**config.mk**
```make
export PLATFORM = sky130hd
export DESIGN_NAME = ps2_scan_decoder
export DESIGN_NICKNAME = d
export VERILOG_FILES = /design/src/rtl/ps2_scan_decoder.sv
export SDC_FILE = /design/constraint.sdc
export NUM_CORES = 1
export LEC_CHECK = 0
export BUFFER_PORTS_ARGS = -buffer_cell sky130_fd_sc_hd__buf_2
export CAP_MARGIN = 10
export CELL_PAD_IN_SITES_DETAIL_PLACEMENT = 2
export CELL_PAD_IN_SITES_GLOBAL_PLACEMENT = 2
export CORE_MARGIN = 2
export CORE_UTILIZATION = 40
export CTS_BUF_LIST = sky130_fd_sc_hd__clkbuf_8 sky130_fd_sc_hd__clkbuf_16
export CTS_CLUSTER_DIAMETER = 30
export DETAILED_ROUTE_END_ITERATION = 8
export HOLD_SLACK_MARGIN = 0.02
export PLACE_DENSITY_LB_ADDON = 0.1
export REMOVE_ABC_BUFFERS = 1
export SETUP_SLACK_MARGIN = 0.02
export SYNTH_ARGS = -nofsm -noshare
export SYNTH_HDL_FRONTEND = slang
export SYNTH_SLANG_ARGS = --single-unit
```
**constraint.sdc**
```tcl
create_clock -name clk -period 2.6 [get_ports clk]
set_input_delay 0.26 -clock clk [delete_from_list [all_inputs] [get_ports clk]]
set_output_delay 0.26 -clock clk [all_outputs]
set_load 0.005 [all_outputs]
```
**src/rtl/ps2_scan_decoder.sv**
```systemverilog
// PS/2 keyboard receiver: synchronizes and deglitches the pins, deframes 11-bit frames,
// and folds E0/F0 prefix sequences into a single make (or optional break) event.
module ps2_scan_decoder #(
  parameter int FILTER_LEN     = 8,
  parameter int TIMEOUT_CYCLES = 100000,
  parameter bit EMIT_BREAK     = 1'b0
) (
  input  logic       clk,
  input  logic       rst,
  input  logic       ps2_clk,
  input  logic       ps2_data,
  output logic [7:0] keyboardCode,
  output logic       ps2_ready,
  output logic       extended,
  output logic       released,
  output logic       frame_err
);

  localparam int FW = $clog2(FILTER_LEN + 1);
  localparam int TW = $clog2(TIMEOUT_CYCLES + 1);

  typedef enum logic [1:0] {IDLE, EXT, BRK, EXT_BRK} state_t;

  logic          clk_s1_q, clk_s2_q, dat_s1_q, dat_s2_q;
  logic          filt_q, filt_d;
  logic [FW-1:0] fcnt_q, fcnt_d;
  logic          fall;
  logic [3:0]    bc_q, bc_d;
  logic [7:0]    sh_q, sh_d;
  logic          par_q, par_d;
  logic [TW-1:0] to_q, to_d;
  logic          bv_q, bv_d, bad_q, bad_d;
  state_t        state_q, state_d;
  logic [7:0]    code_q, code_d;
  logic          ext_q, ext_d, rel_q, rel_d, rdy_q, rdy_d, err_q, err_d;

  // Idle-high bus: synchronizers reset to 1 so release from reset never looks like a fall.
  always_ff @(posedge clk or posedge rst) begin
    if (rst) begin
      clk_s1_q <= 1'b1;
      clk_s2_q <= 1'b1;
      dat_s1_q <= 1'b1;
      dat_s2_q <= 1'b1;
    end else begin
      clk_s1_q <= ps2_clk;
      clk_s2_q <= clk_s1_q;
      dat_s1_q <= ps2_data;
      dat_s2_q <= dat_s1_q;
    end
  end

  always_comb begin
    fcnt_d = fcnt_q;
    filt_d = filt_q;
    if (clk_s2_q == filt_q) begin
      fcnt_d = '0;
    end else if (fcnt_q == FW'(FILTER_LEN - 1)) begin
      fcnt_d = '0;
      filt_d = ~filt_q;
    end else begin
      fcnt_d = fcnt_q + FW'(1);
    end
  end

  assign fall = filt_q & ~filt_d;

  always_comb begin
    bc_d  = bc_q;
    sh_d  = sh_q;
    par_d = par_q;
    to_d  = to_q;
    bv_d  = 1'b0;
    bad_d = 1'b0;
    if (fall) begin
      to_d = '0;
      case (bc_q)
        4'd0: if (!dat_s2_q) bc_d = 4'd1;
        4'd9: begin
          par_d = dat_s2_q;
          bc_d  = 4'd10;
        end
        4'd10: begin
          bc_d = 4'd0;
          if (dat_s2_q && ((^sh_q) ^ par_q)) bv_d = 1'b1;
          else                               bad_d = 1'b1;
        end
        default: begin
          sh_d = {dat_s2_q, sh_q[7:1]};
          bc_d = bc_q + 4'd1;
        end
      endcase
    end else if (bc_q != 4'd0) begin
      if (to_q == TW'(TIMEOUT_CYCLES - 1)) begin
        bc_d  = 4'd0;
        to_d  = '0;
        bad_d = 1'b1;
      end else begin
        to_d = to_q + TW'(1);
      end
    end
  end

  // Errors and valid bytes both go through bv_q/bad_q so ready and frame_err are mutually exclusive.
  always_comb begin
    state_d = state_q;
    code_d  = code_q;
    ext_d   = ext_q;
    rel_d   = rel_q;
    rdy_d   = 1'b0;
    err_d   = 1'b0;
    if (bad_q) begin
      err_d   = 1'b1;
      state_d = IDLE;
    end else if (bv_q) begin
      case (state_q)
        IDLE: begin
          case (sh_q)
            8'hE0: state_d = EXT;
            8'hF0: state_d = BRK;
            8'hAA, 8'hFA, 8'hEE, 8'hFE, 8'h00, 8'hFF: state_d = IDLE;
            default: begin
              code_d = sh_q;
              ext_d  = 1'b0;
              rel_d  = 1'b0;
              rdy_d  = 1'b1;
            end
          endcase
        end
        EXT: begin
          if (sh_q == 8'hF0) begin
            state_d = EXT_BRK;
          end else if (sh_q != 8'hE0) begin
            code_d  = sh_q;
            ext_d   = 1'b1;
            rel_d   = 1'b0;
            rdy_d   = 1'b1;
            state_d = IDLE;
          end
        end
        default: begin
          if (EMIT_BREAK) begin
            code_d = sh_q;
            ext_d  = (state_q == EXT_BRK);
            rel_d  = 1'b1;
            rdy_d  = 1'b1;
          end
          state_d = IDLE;
        end
      endcase
    end
  end

  always_ff @(posedge clk or posedge rst) begin
    if (rst) begin
      filt_q  <= 1'b1;
      fcnt_q  <= '0;
      bc_q    <= 4'd0;
      sh_q    <= 8'h00;
      par_q   <= 1'b0;
      to_q    <= '0;
      bv_q    <= 1'b0;
      bad_q   <= 1'b0;
      state_q <= IDLE;
      code_q  <= 8'h00;
      ext_q   <= 1'b0;
      rel_q   <= 1'b0;
      rdy_q   <= 1'b0;
      err_q   <= 1'b0;
    end else begin
      filt_q  <= filt_d;
      fcnt_q  <= fcnt_d;
      bc_q    <= bc_d;
      sh_q    <= sh_d;
      par_q   <= par_d;
      to_q    <= to_d;
      bv_q    <= bv_d;
      bad_q   <= bad_d;
      state_q <= state_d;
      code_q  <= code_d;
      ext_q   <= ext_d;
      rel_q   <= rel_d;
      rdy_q   <= rdy_d;
      err_q   <= err_d;
    end
  end

  assign keyboardCode = code_q;
  assign extended     = ext_q;
  assign released     = rel_q;
  assign ps2_ready    = rdy_q;
  assign frame_err    = err_q;

endmodule

```
==> impl_metrics.yaml, run 1 <==
worst_setup_path:
  worstSetupPathType: "register to register"
  crit_chain: "ha_1, and3_2, nand2_1, nor3b_2, o311ai_4, mux2_2"
  cp-end-kind: "register"
  slowest_delay_ns: 0.51
  required_ns: 2.82
  path_buf_inv: 0
  crit_family: "simple AND/OR/NAND/NOR gates"
  cp_max_fo: 9
  worstPathArrival_ns: 2.54
  r2r-end: "keyboardCode[4]"
  r2r-start: "sh_q[7]"
  crit_slowest_cell: "o311ai_4"
  r2r_cells: 6
  crit_path_start_kind: "register"
  reg2reg_setup_slack_ns: 0.28
synthesis:
  synth-xor-area-share: 0.0558
  syn_inst: 273
  synth_top_family_by_area: "simple AND/OR/NAND/NOR gates"
  ys.flop_type: "dfrtp_1"
  syn_avg_cell_area_sq_um: 10.3
  muxShareOfSynthArea: 0.0479
  synth-simple-area-share: 0.175
  ys_ff_latch: 54
  ys_seq_area_frac: 0.481
  synth_fa_ha_area_frac: 0.0798
  synth-compound-area-share: 0.123
  netlist_area_sq_mm: 0.00282
  synth_edf_count: 0
  synth_cell_types: 51
  yosysWarnings: 0
  async_flop_share: 1.00
floorplan:
  core_area_sq_mm: 0.00683
  die-area_sq_mm: 0.00775
  ios: 16
  die_width_microns: 88.0
  fp-row-count: 30
  start_util: 0.413
  die_y_microns: 88.0
routing:
  postRouteAntennaNets: 0
  first_iter_violations: 76
  wl_per_cell_microns: 17.4
  first_pass_iters: 4
  wirelength_microns: 6800
  via_count: 2067
  avgViaCountPerCell: 5.30
  drc_errors: 0
layout:
  drive_above_1_share: 0.170
  stdcell_area_sq_mm: 0.00312
  nNetsFinal: 315
  utilization: 0.457
  layout_common_cells: "dfrtp_1 (49), nand2_1 (28), nor2_1 (21), ha_1 (18)"
  n_antenna_cell: 0
  layout_commonest_cell: "dfrtp_1"
  fillers: 768
  fin_cells: 390
  syn_to_final_growth_pct: 10.5
clock_tree:
  postCtsSetupBuffers: 0
  clkTransAtPathRegs_ns: 0.11
  clkLatencyLatePin_ns: 0.33
  clock_path_buffers: 2
  cts_resized: 0
  htree_levels: 2
  cts_tree: "yes"
  root_buffer: "clkbuf_8"
  cts_sinks: 54
  cts_buffers: 5
placed_design:
  dp_hpwl_microns: 5040
  preCtsSetupSlack_ns: 0.305
  placed_area_sq_mm: 0.00300
  io_buffer_count: 14
  dp_cells: 379
  gp_congestion: 0.782
global_route:
  grt_pass1_wl_microns: 11700
  grt_pass1_vias: 2229
  grt_max_degree: 22
  track_usage: 0.199
  gr-total-overflow: 0
  antenna_found_initial: 0
hold_path:
  min_to: "clk_s2_q"
  hold_path_class: "register to register"
  hold_depth: 0
  hold_path.startpoint: "clk_s1_q"
timing:
  worst_hold_slack_ns: 0.364
  setup_ws_ns: 0.278
  setup_viol_count_final: 0
  fin_setup_tns_ns: 0
  finalCritPeriodShare: 0.893
  skew_ns: 0.0139
  fin_crit_ns: 2.32
  slew_headroom: 0.484
  tightest_slew_ns: 0.774
  fmax_mhz: 431
  drv_slew: 0
  finalHoldViolCount: 0
  rsz0062_at_grt: "no"
power:
  p_leak_nw: 1.46
  p_per_area_mw_per_mm2: 483
  total_power_mw: 1.51
  ir_drop_mv: 0.223
job:
  cap_viol_max_count: 0
outcome:
  status: "finished, final reports clean"
report_power, final:
| part | internal (mW) | switching [mW] | leakage (nW) |
|---|---|---|---|
| sequential | 0.878 | 0.0270 | 0.735 |
| combinational | 0.0432 | 0.0539 | 0.685 |
| clock | 0.193 | 0.311 | 0.0408 |
| total | 1.11 | 0.392 | 1.46 |
timing repair:
item / CTS / global route
endpoints found under the hold margin: 15 / 0
setup endpoints to repair: 0 / 0
hold buffers: 3 / 0
final cells by class:
cell class                      count  area (sq um)  area share
Sequential cell                    54          1360       0.435
Timing Repair Buffer               20           123      0.0393
Tap cell                           96           120      0.0385
Inverter                           17          63.8      0.0204
Clock buffer                        5          68.8      0.0221
Multi-Input combinational cell    195          1360       0.437
Clock inverter                      3          23.8     0.00762
kinds of logic (layout without fill, tap and decap cells):
logic type / count (synthesis) / in the layout
AND/OR/NAND/NOR: 96 / 96
flip-flops: 54 / 54
AO/OA/AOI/OAI: 50 / 50
buffers and inverters: 24 / 45
adder cells (fa/ha/maj): 18 / 18
XOR/XNOR: 18 / 18
multiplexers: 12 / 12
other: 1 / 1
cells in the mapped netlist, drive strengths merged (2+ instances only):
library cell | n | share of area
xnor2 | 8 | 0.025
a21oi | 7 | 0.012
or3 | 2 | 0.0044
nor2 | 21 | 0.028
a21o | 5 | 0.013
nand2 | 28 | 0.037
ha | 18 | 0.080
dfrtp | 49 | 0.43
nand3 | 9 | 0.018
and3 | 4 | 0.0093
o21bai | 2 | 0.0053
dfstp | 5 | 0.047
buf | 6 | 0.012
o21ai | 18 | 0.035
a22oi | 4 | 0.011
nor4b | 2 | 0.0062
mux2 | 12 | 0.048
inv | 17 | 0.023
and2 | 3 | 0.0066
nor3b | 3 | 0.0097
nand4 | 6 | 0.013
nor2b | 2 | 0.0044
o22ai | 4 | 0.011
xor2 | 10 | 0.031
nor3 | 8 | 0.014
registers in the layout, indices dropped and copies added, names as in the netlist:
name          flops
state_q           2
clk_s1_q          1
filt_q            1
keyboardCode      8
clk_s2_q          1
bc_q              4
dat_s1_q          1
dat_s2_q          1
extended          1
sh_q              8
to_q             17
ps2_ready         1
par_q             1
frame_err         1
bv_q              1
fcnt_q            4
bad_q             1
worst max-delay path by stage:
| stage | startpoint | end | slack (ns) | cells after the start |
|---|---|---|---|---|
| final | sh_q[7] | keyboardCode[4] | 0.28 | 6 |
| after global routing | sh_q[5] | keyboardCode[0] | 0.12 | 6 |
| after CTS | sh_q[7] | keyboardCode[4] | 0.28 | 6 |
| after detailed placement | sh_q[7] | keyboardCode[4] | 0.30 | 6 |
| after global placement | sh_q[7] | keyboardCode[5] | 0.37 | 6 |
| after floorplan | sh_q[2] | keyboardCode[0] | 0.66 | 7 |
metal layers:
layer  track usage  routed length (microns)
met3        0.0339                      130
met1         0.287                     3380
met5             0                        0
met4        0.0620                       82
met2         0.306                     3200
(Power assumes the default switching activity.)
==> run 2, diff against run 1 <==
--- a/config.mk
+++ b/config.mk
@@ -10,7 +10,7 @@
 export CELL_PAD_IN_SITES_DETAIL_PLACEMENT = 2
 export CELL_PAD_IN_SITES_GLOBAL_PLACEMENT = 2
 export CORE_MARGIN = 2
-export CORE_UTILIZATION = 40
+export CORE_UTILIZATION = 43
 export CTS_BUF_LIST = sky130_fd_sc_hd__clkbuf_8 sky130_fd_sc_hd__clkbuf_16
 export CTS_CLUSTER_DIAMETER = 30
 export DETAILED_ROUTE_END_ITERATION = 8
==> constraint.sdc (replaced) <==
create_clock -name clk -period 3 [get_ports clk]
set_input_delay 0.3 -clock clk [delete_from_list [all_inputs] [get_ports clk]]
set_output_delay 0.3 -clock clk [all_outputs]
set_load 0.005 [all_outputs]
==> impl_metrics.yaml, run 2 (same netlist as run 1, synthesis figures left out) <==
floorplan:
  fp-row-count: 29
  die_y_microns: 85.0
  start_util: 0.445
  ios: 16
  die-area_sq_mm: 0.00723
  die_width_microns: 85.0
  core_area_sq_mm: 0.00635
worst_setup_path:
  worstSetupStartpoint: "sh_q[2]"
  cp-end-kind: "register"
  slowest_delay_ns: 0.47
  r2r-start: "sh_q[2]"
  cp_max_fo: 9
  crit_path_start_kind: "register"
  crit_slowest_cell: "o311ai_4"
  required_ns: 3.21
  worstPathArrival_ns: 2.42
  worstSetupPathType: "register to register"
  reg2reg_setup_slack_ns: 0.78
  crit_chain: "inv_1, ha_1, and3_2, nand2_1, nor3b_2, o311ai_4, mux2_2"
timing:
  skew_ns: 0.00379
  rsz0062_at_grt: "no"
  finalHoldViolCount: 0
  drv_slew: 0
  fin_setup_tns_ns: 0
  fmax_mhz: 451
  finalCritPeriodShare: 0.739
  setup_viol_count_final: 0
  slew_headroom: 0.505
  tightest_slew_ns: 0.743
  fin_crit_ns: 2.22
placed_design:
  io_buffer_count: 14
  gp_congestion: 0.774
  dp_hpwl_microns: 4660
  placed_area_sq_mm: 0.00297
clock_tree:
  postCtsSetupBuffers: 0
  root_buffer: "clkbuf_8"
  cts_resized: 0
  cts_hold_buf: 1
  clock_path_buffers: 2
  htree_levels: 2
  cts_sinks: 54
  cts_tree: "yes"
  cts_buffers: 5
  clkLatencyLatePin_ns: 0.31
  clkTransAtPathRegs_ns: 0.10
global_route:
  grt_pass1_vias: 2345
  antenna_found_initial: 0
  grt_pass1_wl_microns: 11600
  track_usage: 0.201
  gr-total-overflow: 0
  grt_max_degree: 37
layout:
  drive_above_1_share: 0.168
  n_antenna_cell: 0
  layout_common_cells: "dfrtp_1 (49), nand2_1 (28), nor2_1 (21), ha_1 (18)"
  largest_reg_flops: 17
  stdcell_area_sq_mm: 0.00309
  utilization: 0.487
  syn_to_final_growth_pct: 9.39
  layout_commonest_cell: "dfrtp_1"
  top_register: "to_q"
  nNetsFinal: 312
power:
  ir_drop_mv: 0.312
  total_power_mw: 1.37
  p_leak_nw: 1.47
  p_per_area_mw_per_mm2: 442
hold_path:
  hold_path_class: "input port to register"
  hold_path.startpoint: "ps2_data"
job:
  cap_viol_max_count: 0
routing:
  first_pass_iters: 4
  postRouteAntennaNets: 0
  wirelength_microns: 6380
  drc_errors: 0
  wl_per_cell_microns: 17.3
  via_count: 2070
  first_iter_violations: 62
  avgViaCountPerCell: 5.63
outcome:
  status: "finished, final reports clean"
## run 2: cell count changes in the layout (fill, tap and decap cells not counted)
cell           before  now
buf_4               3    2
bufinv_16           0    1
clkinv_2            0    1
clkinvlp_4          2    0
dlygate4sd3_1       3    1
## run 2: area by class of cell
cell class / instances / area, sq um
Multi-Input combinational cell: 195 / 1360
Tap cell: 77 / 96.3
Timing Repair Buffer: 17 / 95.1
Clock buffer: 5 / 68.8
Sequential cell: 54 / 1360
Inverter: 17 / 63.8
Fill cell: 679 / 3260
Clock inverter: 3 / 43.8
## run 2: report_power, final
group | leakage [nW] | total [mW] | internal (mW) | switching (mW)
combinational | 0.672 | 0.0799 | 0.0342 | 0.0457
sequential | 0.735 | 0.785 | 0.761 | 0.0236
clock | 0.0585 | 0.502 | 0.251 | 0.251
total | 1.47 | 1.37 | 1.05 | 0.320
## run 2: worst paths after layout
path,cells past startpoint,endpoint
setup / recovery,7,keyboardCode[6]
max in group asynchronous,4,to_q[5]
hold / removal,1,dat_s1_q
hold reg to reg,0,clk_s2_q
setup reg to reg,7,keyboardCode[6]
min in group asynchronous,3,fcnt_q[0]
## run 2: per-stage QoR
| step | std cells | worst slack, ns | hold slack, ns |
|---|---|---|---|
| after floorplan | 266 | 1.06 | 0.304 |
| after global placement | 359 | 0.789 | 0.303 |
| after detailed placement | 359 | 0.767 | 0.303 |
| after CTS | 368 | 0.730 | 0.0608 |
| after global routing | 368 | 0.582 | 0.0540 |
| final | 368 | 0.782 | 0.0763 |
## run 2: per-layer routing
| metal | part of all wire | wire length, microns | vias to the layer above | track usage |
|---|---|---|---|---|
| met4 | 0.017 | 106 | 0 | 0.0620 |
| met5 | 0 | 0 | - | 0 |
| li1 | - | - | 980 | - |
| met3 | 0.018 | 117 | 9 | 0.0311 |
| met1 | 0.47 | 2990 | 1058 | 0.263 |
| met2 | 0.50 | 3170 | 23 | 0.342 |
## run 2: critical path: cells and delay by family, from the launching register on
family,cells,cell delay [ns]
flops,1,0.42
simple gates,3,0.53
buf+inv,1,0.11
fa+ha+maj,1,0.18
compound gates,1,0.47
mux,1,0.39
==> run 3, diff against run 2 <==
--- a/config.mk
+++ b/config.mk
@@ -5,12 +5,13 @@
 export SDC_FILE = /design/constraint.sdc
 export NUM_CORES = 1
 export LEC_CHECK = 0
+export ABC_AREA = 1
 export BUFFER_PORTS_ARGS = -buffer_cell sky130_fd_sc_hd__buf_2
 export CAP_MARGIN = 10
 export CELL_PAD_IN_SITES_DETAIL_PLACEMENT = 2
 export CELL_PAD_IN_SITES_GLOBAL_PLACEMENT = 2
 export CORE_MARGIN = 2
-export CORE_UTILIZATION = 43
+export CORE_UTILIZATION = 37
 export CTS_BUF_LIST = sky130_fd_sc_hd__clkbuf_8 sky130_fd_sc_hd__clkbuf_16
 export CTS_CLUSTER_DIAMETER = 30
 export DETAILED_ROUTE_END_ITERATION = 8
==> constraint.sdc (replaced) <==
create_clock -name clk -period 2.2 [get_ports clk]
set_input_delay 0.22 -clock clk [delete_from_list [all_inputs] [get_ports clk]]
set_output_delay 0.22 -clock clk [all_outputs]
set_load 0.005 [all_outputs]
==> impl_metrics.yaml, run 3 <==
routing:
  via_count: 2527
  first_pass_iters: 4
  drc_errors: 0
  wirelength_microns: 7590
  postRouteAntennaNets: 0
  avgViaCountPerCell: 5.01
  first_iter_violations: 71
  top_layer: "met4"
  dr_wl_met3_microns: 136
  wl_per_cell_microns: 15.1
  wl_met1_microns: 3650
  route.met2.wl_microns: 3730
layout:
  top_register: "to_q"
  largest_reg_flops: 17
  drive_above_1_share: 0.175
  layout_commonest_cell: "nand2_1"
  syn_to_final_growth_pct: 10.6
  layout_common_cells: "nand2_1 (92), dfrtp_1 (49), inv_1 (41), nor2_1 (39), nand3_1 (29)"
  fin_cells: 504
  nNetsFinal: 420
  n_antenna_cell: 0
synthesis:
  synth-xor-area-share: 0.0227
  syn_avg_cell_area_sq_um: 8.27
  ys.flop_type: "dfrtp_1"
  synth-simple-area-share: 0.306
  synth_fa_ha_area_frac: 0.0731
  yosysMostFrequentCell: "nand2_1"
  ys_ff_latch: 54
  synth-compound-area-share: 0.0836
  yosys.area.top_type: "dfrtp_1"
  synth_top_family_by_area: "simple AND/OR/NAND/NOR gates"
  yosysWarnings: 0
  synth_top_area_frac: 0.398
  netlist_area_sq_mm: 0.00308
  synth_cell_types: 40
  ys_seq_area_frac: 0.440
  syn_inst: 373
  muxShareOfSynthArea: 0
  synth_edf_count: 0
  synth_common_cells: "nand2_1 (92), dfrtp_1 (49), inv_1 (42)"
  synthTopCellsByArea: "dfrtp_1 (40%), nand2_1 (11%), ha_1 (7.3%), inv_1 (5.1%), nor2_1 (4.7%)"
  async_flop_share: 1.00
timing:
  finalCritPeriodShare: 0.861
  skew_ns: 0.0125
  fmax_mhz: 528
  slew_headroom: 0.534
  rsz0062_at_grt: "no"
  finalHoldViolCount: 0
  tightest_slew_ns: 0.698
  fin_setup_tns_ns: 0
  setup_ws_ns: 0.305
  fin_crit_ns: 1.89
  drv_slew: 0
  setup_viol_count_final: 0
global_route:
  antenna_found_initial: 0
  gr-total-overflow: 0
  grt_pass1_vias: 2753
  grt_max_degree: 32
  track_usage: 0.190
  grt_pass1_wl_microns: 13500
job:
  cap_viol_max_count: 0
worst_setup_path:
  r2r_cells: 9
  reg2reg_setup_slack_ns: 0.31
  crit_path_start_kind: "register"
  crit_end: "keyboardCode[1]"
  worstSetupPathType: "register to register"
  required_ns: 2.46
  r2r-end: "keyboardCode[1]"
  crit_slowest_cell: "dfrtp_1"
  cp-end-kind: "register"
  worstSetupStartpoint: "sh_q[3]"
  crit_chain: "inv_1, ha_1, nand2_1, nor2_1, nor2_1, nand3_1, o22ai_2, nand3_1, nand2_1"
  slowest_delay_ns: 0.48
  r2r-start: "sh_q[3]"
  cp_max_fo: 9
  worstPathArrival_ns: 2.15
clock_tree:
  htree_levels: 2
  clock_path_buffers: 2
  root_buffer: "clkbuf_8"
  clkTransAtPathRegs_ns: 0.12
  cts_sinks: 54
  clkLatencyLatePin_ns: 0.32
  postCtsSetupBuffers: 0
  cts_hold_buf: 2
  cts_tree: "yes"
  cts_buffers: 5
  cts_resized: 0
power:
  ir_drop_mv: 0.262
  p_leak_nw: 1.74
  p_per_area_mw_per_mm2: 522
placed_design:
  io_buffer_count: 14
  dp_hpwl_microns: 6050
  preCtsSetupSlack_ns: 0.291
  dp_cells: 493
  gp_congestion: 0.821
floorplan:
  core_area_sq_mm: 0.00813
  start_util: 0.379
  die-area_sq_mm: 0.00908
  ios: 16
  fp-row-count: 33
  die_y_microns: 95.3
  die_width_microns: 95.3
hold_path:
  hold_depth: 0
  hold_path_class: "register to register"
outcome:
  status: "finished, final reports clean"
run 3: per-layer routing:
layer  GRT usage  up-vias
met5           0        -
met4      0.0362        0
met3      0.0285        6
met2       0.325       20
met1       0.257     1249
li1            -     1252
run 3: kinds of logic after synthesis:
| family | after synthesis |
|---|---|
| buffers and inverters | 52 |
| adders and majority gates | 18 |
| other | 1 |
| and+or+nand+nor | 202 |
| AOI/OAI and AO/OA | 38 |
| DFF | 54 |
| xor gates and xnor gates | 8 |
run 3: area by class of cell:
cell class	count	area [sq um]
Fill cell	947	4730
Multi-Input combinational cell	267	1500
Sequential cell	54	1360
Inverter	48	183
Timing Repair Buffer	22	138
Tap cell	105	131
Clock buffer	5	68.8
Clock inverter	3	28.8
run 3: worst min-delay path by stage:
stage | startpoint | to | slack (ns)
3_5_place_dp | ps2_data | dat_s1_q | 0.33
3_3_place_gp | ps2_data | dat_s1_q | 0.32
4_1_cts | rst | to_q[12] | 0.03
2_1_floorplan | ps2_clk | clk_s1_q | 0.22
6_report | dat_s1_q | dat_s2_q | 0.35
5_1_grt | dat_s1_q | dat_s2_q | 0.37
run 3: metrics by stage:
stage                     total power [mW]  hold WS, ns   util  area [sq um]
after floorplan                       1.14        0.224      -          3040
after global placement                1.17        0.324  0.403          3280
after detailed placement              1.18        0.327  0.403          3280
after CTS                             1.81       0.0291  0.418          3400
after global routing                  1.86        0.372  0.419          3410
final                                 1.78        0.353  0.419          3410
run 3: worst max-delay path, delay by kind of cell, from the launching register on:
| kind | cells | cell delay (ns) |
|---|---|---|
| buffers and inverters | 1 | 0.11 |
| adders and majority gates | 1 | 0.21 |
| DFF | 1 | 0.48 |
| and+or+nand+nor | 6 | 0.70 |
| AOI/OAI and AO/OA | 1 | 0.33 |
run 3: where the power goes:
part	switching [mW]	total (mW)	internal, mW
Clock	0.376	0.615	0.239
Combinational	0.0651	0.106	0.0410
Sequential	0.0232	1.06	1.03
